**src/rtl/uart_tx_frame_mux.sv**
```systemverilog
// UART transmit framer with a registered serial output.
// A two-process FSM walks through the start, data, parity and stop slots.
// The line bit and the busy flag are both computed one slot ahead and then
// registered together, so they always change on the same clock edge.
module uart_tx_frame_mux #(
  parameter int DATA_WIDTH     = 8,
  parameter int STOP_BITS      = 1,
  parameter bit PAR_DEFAULT_EN = 1'b1
) (
  input  logic                  CLK,
  input  logic                  RST,
  input  logic [DATA_WIDTH-1:0] P_DATA,
  input  logic                  DATA_VALID,
  input  logic                  PAR_EN,
  input  logic                  PAR_TYP,
  output logic                  TX_OUT,
  output logic                  Busy
);

  // Reject configurations that the frame format cannot represent.
  generate
    if (DATA_WIDTH < 5 || DATA_WIDTH > 9) begin : g_bad_data_width
      $error("uart_tx_frame_mux: DATA_WIDTH must be in 5..9");
    end
    if (STOP_BITS != 1 && STOP_BITS != 2) begin : g_bad_stop_bits
      $error("uart_tx_frame_mux: STOP_BITS must be 1 or 2");
    end
  endgenerate

  localparam int                 CNT_W     = $clog2(DATA_WIDTH);
  localparam logic [CNT_W-1:0]   CNT_LAST  = CNT_W'(DATA_WIDTH - 1);
  localparam logic               STOP_LAST = 1'(STOP_BITS - 1);

  // Each state names the slot currently being driven onto the line.
  typedef enum logic [2:0] {
    S_IDLE,
    S_START,
    S_DATA,
    S_PARITY,
    S_STOP
  } state_t;

  state_t                  state;
  state_t                  state_next;
  logic [CNT_W-1:0]        bit_cnt;
  logic [CNT_W-1:0]        bit_cnt_next;
  logic                    stop_cnt;
  logic                    stop_cnt_next;
  logic [DATA_WIDTH-1:0]   data_q;
  logic                    par_en_q;
  logic                    par_typ_q;
  logic                    tx_q;
  logic                    tx_next;
  logic                    busy_q;
  logic                    busy_next;
  logic                    accept;
  logic                    parity_bit;

  // A new frame is taken only while the line is idle; requests while busy
  // are dropped, not queued.
  assign accept     = (state == S_IDLE) && DATA_VALID;
  // Odd parity is even parity inverted; both use the payload latched at accept.
  assign parity_bit = (^data_q) ^ par_typ_q;

  // Next-state and next-line-value logic, one slot ahead of the outputs.
  always_comb begin
    // NOTE: every signal gets a default first so no path leaves it unassigned,
    // which would otherwise infer a latch.
    state_next    = state;
    bit_cnt_next  = bit_cnt;
    stop_cnt_next = stop_cnt;
    tx_next       = 1'b1;
    case (state)
      S_IDLE: begin
        if (DATA_VALID) begin
          state_next = S_START;
          tx_next    = 1'b0;
        end
      end
      S_START: begin
        state_next   = S_DATA;
        bit_cnt_next = '0;
        tx_next      = data_q[0];
      end
      S_DATA: begin
        if (bit_cnt == CNT_LAST) begin
          bit_cnt_next = '0;
          if (par_en_q) begin
            state_next = S_PARITY;
            tx_next    = parity_bit;
          end else begin
            state_next    = S_STOP;
            stop_cnt_next = 1'b0;
          end
        end else begin
          bit_cnt_next = bit_cnt + 1'b1;
          tx_next      = data_q[bit_cnt_next];
        end
      end
      S_PARITY: begin
        state_next    = S_STOP;
        stop_cnt_next = 1'b0;
      end
      S_STOP: begin
        if (stop_cnt == STOP_LAST) begin
          state_next = S_IDLE;
        end else begin
          stop_cnt_next = stop_cnt + 1'b1;
        end
      end
      default: begin
        state_next = S_IDLE;
      end
    endcase
    busy_next = (state_next != S_IDLE);
  end

  // State, counters and the shared output register stage.
  always_ff @(posedge CLK or negedge RST) begin
    if (!RST) begin
      state    <= S_IDLE;
      bit_cnt  <= '0;
      stop_cnt <= 1'b0;
      tx_q     <= 1'b1;
      busy_q   <= 1'b0;
    end else begin
      // NOTE: sequential state uses non-blocking assignments so every
      // register samples pre-edge values regardless of statement order.
      state    <= state_next;
      bit_cnt  <= bit_cnt_next;
      stop_cnt <= stop_cnt_next;
      tx_q     <= tx_next;
      busy_q   <= busy_next;
    end
  end

  // Frame configuration captured at the accept edge and held for the frame.
  always_ff @(posedge CLK or negedge RST) begin
    if (!RST) begin
      // NOTE: these are plain registers, not a memory, so resetting them is
      // cheap and gives a defined payload and parity mode out of reset.
      data_q    <= '0;
      par_en_q  <= PAR_DEFAULT_EN;
      par_typ_q <= 1'b0;
    end else if (accept) begin
      data_q    <= P_DATA;
      par_en_q  <= PAR_EN;
      par_typ_q <= PAR_TYP;
    end
  end

  assign TX_OUT = tx_q;
  assign Busy   = busy_q;

endmodule

```
**config.mk**
```make
export PLATFORM = sky130hd
export DESIGN_NAME = uart_tx_frame_mux
export DESIGN_NICKNAME = d
export VERILOG_FILES = /design/src/rtl/uart_tx_frame_mux.sv
export SDC_FILE = /design/constraint.sdc
export NUM_CORES = 1
export LEC_CHECK = 0
export BUFFER_PORTS_ARGS = -buffer_cell sky130_fd_sc_hd__buf_2
export CORE_ASPECT_RATIO = 0.9
export CORE_MARGIN = 2
export CORE_UTILIZATION = 57
export CTS_BUF_LIST = sky130_fd_sc_hd__clkbuf_8
export DETAILED_ROUTE_END_ITERATION = 10
export GPL_TIMING_DRIVEN = 0
export PLACE_DENSITY = 0.9
export SYNTH_ARGS = -nofsm -noshare
export SYNTH_HDL_FRONTEND = slang
export SYNTH_SLANG_ARGS = --single-unit
export TNS_END_PERCENT = 5
```
**constraint.sdc**
```tcl
create_clock -name CLK -period 2.3 [get_ports CLK]
set_clock_uncertainty 0.05 [all_clocks]
set_input_delay 0.575 -clock CLK [delete_from_list [all_inputs] [get_ports CLK]]
set_output_delay 0.575 -clock CLK [all_outputs]
set_load 0.01 [all_outputs]
```
# Word level (Yosys, flattened, before mapping)
# Index checks and enable logic that the tools add are counted.
# op_classes
eq_ne,7
order_cmp,1
bitwise_logic,1
addsub,2
reduce_logical,7
muxes,17
# op_table
op,count
$mux W3,5
$pmux W3 S5,1
$reduce_xor A8 Y1,1
$mux W1,7
$eq A3 B2 Y1 const B,2
$eq A3 B3 Y1 const B,2
$pmux W1 S3,2
$pmux W3 S2,1
$reduce_bool A3 Y1,2
$lt A3 B4 Y1 const B,1
$ne A2 B2 Y1 const B,2
$add A3 B1 Y3 const B,1
$bmux W1 S3,1
$eq A3 B1 Y1 const B,1
$logic_not A3 Y1,1
$reduce_and A3 Y1,1
$reduce_bool A2 Y1,1
$add A1 B1 Y1 const B,1
$logic_and A1 B1 Y1,1
$xor A1 B1 Y1,1
# word_totals
out_inout_bits,2
regBits,19
word_cells,43

# Longest topological paths before layout
# logic_depth
ltp_word,5
mapped_depth,7

# Least setup slack after synthesis
# Ideal clock, no wire load.
# synth_path
path_kind,register -> register
start,reg bit_cnt[0]
end,"reg tx_q, in the netlist TX_OUT"
synth_period_minus_slack_ps,2116
path_slack_ps,184
setup_time_ps,68
stages_incl_launch_ff,8
t_required_ps,2182
arrival_time_ps,1998
cell_sequence,dfrtp_1 > ha_1 > ha_1 > buf_6 > mux2i_1 > mux4_2 > a211o_1 > a21oi_2
# synth_between
elab_chain_cells,5
# synth_rtl
item,line,text
from (decl),45,logic [CNT_W-1:0] bit_cnt;
from (signal assigned),130,bit_cnt <= bit_cnt_next;
$add A3 B1 Y3,96,bit_cnt_next = bit_cnt + 1'b1;
$bmux W1 S3,97,tx_next = data_q[bit_cnt_next];
$mux W1 (not written as such),97,
$mux W1 *,86,if (bit_cnt == CNT_LAST) begin
$pmux W1 S3 *,73,case (state)
net tx_next,53,logic tx_next;
to (signal assigned),132,tx_q <= tx_next;
to (decl),52,logic tx_q;
# Mark *: on every way through the listed nets, which the timed path passes. The rest lies on a longest branch. The select of a mux whose other input is x is not followed.
# A chain may end at the register's enable or synchronous reset.

# Final worst setup path
# Same ends and word-level chain as after synthesis.

==> key figures <==
Synth
  – Avg Inst Size Synth: around 12 sq um
  – Synth Instances: 81
  – Top_reg_cell synth: dfrtp_1
  – Post-synth EDFFs: 0
  – Yosys cell types: 32
  – Synth top area share: between 40 and 50%
  – Top cells by area, synth: dfrtp_1 41%, mux2_2 10%, dfstp_2 5.4%
  – Most frequent cell after synthesis: dfrtp_1
  – Async SR Flop Fraction: between 90% and 100%
  – Yosys reg bits: 18
  – Mapped Area: 981 sq um
  – Area leader, netlist: dfrtp_1
  – Synth Warn #: 0
  – Synth cell count leaders: 16 x dfrtp_1, 9 x mux2_2, 6 x nand2_1
  – Post-synthesis sequential area ratio: 46.2%
  – Syn nets: 96

Run
  – Maxcap violations: 0

Pwr
  – Leak Pwr: just over 0.5 nW
  – PwrDens: ~1500 nW/um^2
  – Worst vdd ir: roughly 0.00084 V

Floorplanning
  – Die width: between 40 and 50 um
  – Die H: between 40 and 50 um
  – Core Region: approximately 1600 sq um
  – I/O Pins: 15
  – Rows: 14
  – Initial Util: between 50% and 60%
  – DIE AREA: just over 2000 sq um

Timing
  – Worst Tran Pin Value: 0.343 ns
  – Final hold violations: 0
  – Fmax: 0.448 GHz
  – Final Max Tran Viols: 0
  – Fin Setup TNS: 0 ns
  – Relative slew slack: between 70% and 80%
  – RSZ-0062 raised after global routing: false
  – Final setup vio count: 0
  – Fin crit share: 97.0%
  – Tmin final: 2.23 ns

Clocking
  – Clock Latency Late Sink: 0.25 ns
  – H-tree Lvls: 1
  – Clock Path Buffers: 2
  – CTS tree: built
  – CTS root buffer: clkbuf_8
  – Post-CTS Hold Fix Bufs: 0
  – Post-cts sizing count: 0
  – CTS Sinks: 18
  – Post-CTS Repair Setup Buffers: 0
  – Clock-pin slew on the worst setup and hold paths: around 0.060 ns
  – TritonCTS Buffers: 3

Route
  – Routed Antenna Nets: 0
  – Average wire per cell in the routed design: around 15 um
  – Drt total wl: about 1800 um
  – Total number of vias: roughly 690
  – Via density: between 5 and 6
  – # DRC: 0
  – 1st-iter DRT viols: 10
  – Pre-antenna DRT Iters: 4

GRT
  – GR met3 Demand/Resource: approximately 5%
  – Initial antenna violation count: 0
  – Most used routing layer: met2
  – Global routing usage on met2: approximately a third
  – First-pass GRT wire length: 3020 um
  – Largest net degree at the start of global routing: 19
  – Remaining global-route overflow: 0
  – GRT Util Overall: 21.7%
  – Vias in the first global route: ~660
  – Met1 usage: 28.4%

Setup path
  – CP endpoint kind: flip-flop
  – CP max stage delay: between 0.4 and 0.5 ns
  – Critical path required time: between 2 and 2.5 ns
  – Most common cell on crit path: ha_1
  – Buf+Inv Stages, Crit Path: 1
  – Crit Path Class: reg -> reg
  – Startpoint types: flip-flop
  – Critical Path AT: about 2.4 ns
  – Crit path max-delay family: multiplexers
  – Worst-path cell chain: ha_1 > ha_1 > buf_6 > mux2i_1 > mux4_2 > a211o_1 > a21oi_2
  – Slowest CP cell: mux4_2
  – Crit-path max FO: 5

Final layout
  – Final non-filler cell total: 122
  – Area grow syn2layout: 14.5%
  – Fillers: 140
  – Final nets: between 100 and 150
  – ANT cells: 0
  – Layout cell share with drive strength beyond 1: approximately 36%

Place
  – Cells after DPL: 119
  – Post-DP HPWL: 1370 um
  – IO Port Bufs: 14
  – Gpl congestion: just under 0.8

Run status
  – Status: finished, final reports clean

Hold path
  – Worst hold path type: in -> async
==> stage by stage <==
stage	setup WS [ns]	instance area (sq um)	power (mW)	hold slack (ns)	utilization [%]
floorplan	0.184	981	1.31	0.229	-
global placement	0.0947	1080	1.43	0.449	65.7
detailed placement	0.0649	1080	1.49	0.468	65.7
CTS	0.0464	1120	1.71	0.196	68.2
global route	0.00544	1120	1.82	0.221	68.2
finish	0.0681	1120	1.71	0.184	68.2
==> state kept, by name, indices dropped and copies added, names as in the netlist <==
signal	count
Busy	1
TX_OUT	1
bit_cnt	3
data_q	8
par_en_q	1
par_typ_q	1
state	3
==> where the power goes <==
group | internal [mW] | total [mW] | switching (mW) | leakage, nW
Sequential | 0.483 | 0.642 | 0.159 | 0.215
Combinational | 0.521 | 0.854 | 0.334 | 0.276
Clock | 0.116 | 0.212 | 0.0959 | 0.0216
Total | 1.12 | 1.71 | 0.589 | 0.513
==> layout by cell type (no fill, tap or decap), drive strengths merged <==
cell,instances
nor2,2
nor3,2
o21bai,1
mux2,10
nor2b,1
or3,1
or3b,1
ha,2
xnor3,2
a211o,2
nand2b,1
a31oi,1
nand2,6
xor2,1
buf,17
mux4,1
dfstp,2
a22oi,1
a21oi,5
a21o,1
dfrtp,16
mux2i,4
a2bb2oi,1
o21ai,4
xnor2,2
a2111oi,2
inv,4
xor3,1
nor3b,1
clkbuf,3
==> cells by family after synthesis <==
logic type / Yosys count / synth area share, %
buffers and inverters: 7 / 3.70
DFF: 18 / 46.2
xor gates and xnor gates: 6 / 9.69
adders and majority gates: 2 / 2.55
muxes: 15 / 17.9
AOI/OAI and AO/OA: 18 / 12.4
and+or+nand+nor: 15 / 7.65
==> final timing paths <==
path	startpoint	end	slack, ns	depth (start not counted)
setup / recovery	bit_cnt[0]	TX_OUT	0.07	7
hold reg to reg	bit_cnt[2]	bit_cnt[2]	0.48	2
min in group CLK	bit_cnt[2]	bit_cnt[2]	0.48	2
hold / removal	RST	data_q[2]	0.18	1
max in group asynchronous	RST	TX_OUT	1.71	1
setup reg to reg	bit_cnt[0]	TX_OUT	0.07	7
==> area by class of cell <==
cell class                 count  area [sq um]  area share [%]
inverter                       4          15.0            1.34
tap                           24          30.0            2.67
clock buffer                   3          41.3            3.67
multi-input combinational     56           492            43.8
timing repair buffer          14          70.1            6.24
sequential                    18           454            40.4
buffer                         3          21.3            1.89
==> per-layer routing <==
metal / part of all wire, % / vias to the layer above
met4: 1.0 / 0
li1: - / 327
met1: 44 / 340
met3: 4.6 / 2
met5: 0 / -
met2: 51 / 19
(Power assumes the default switching activity.)
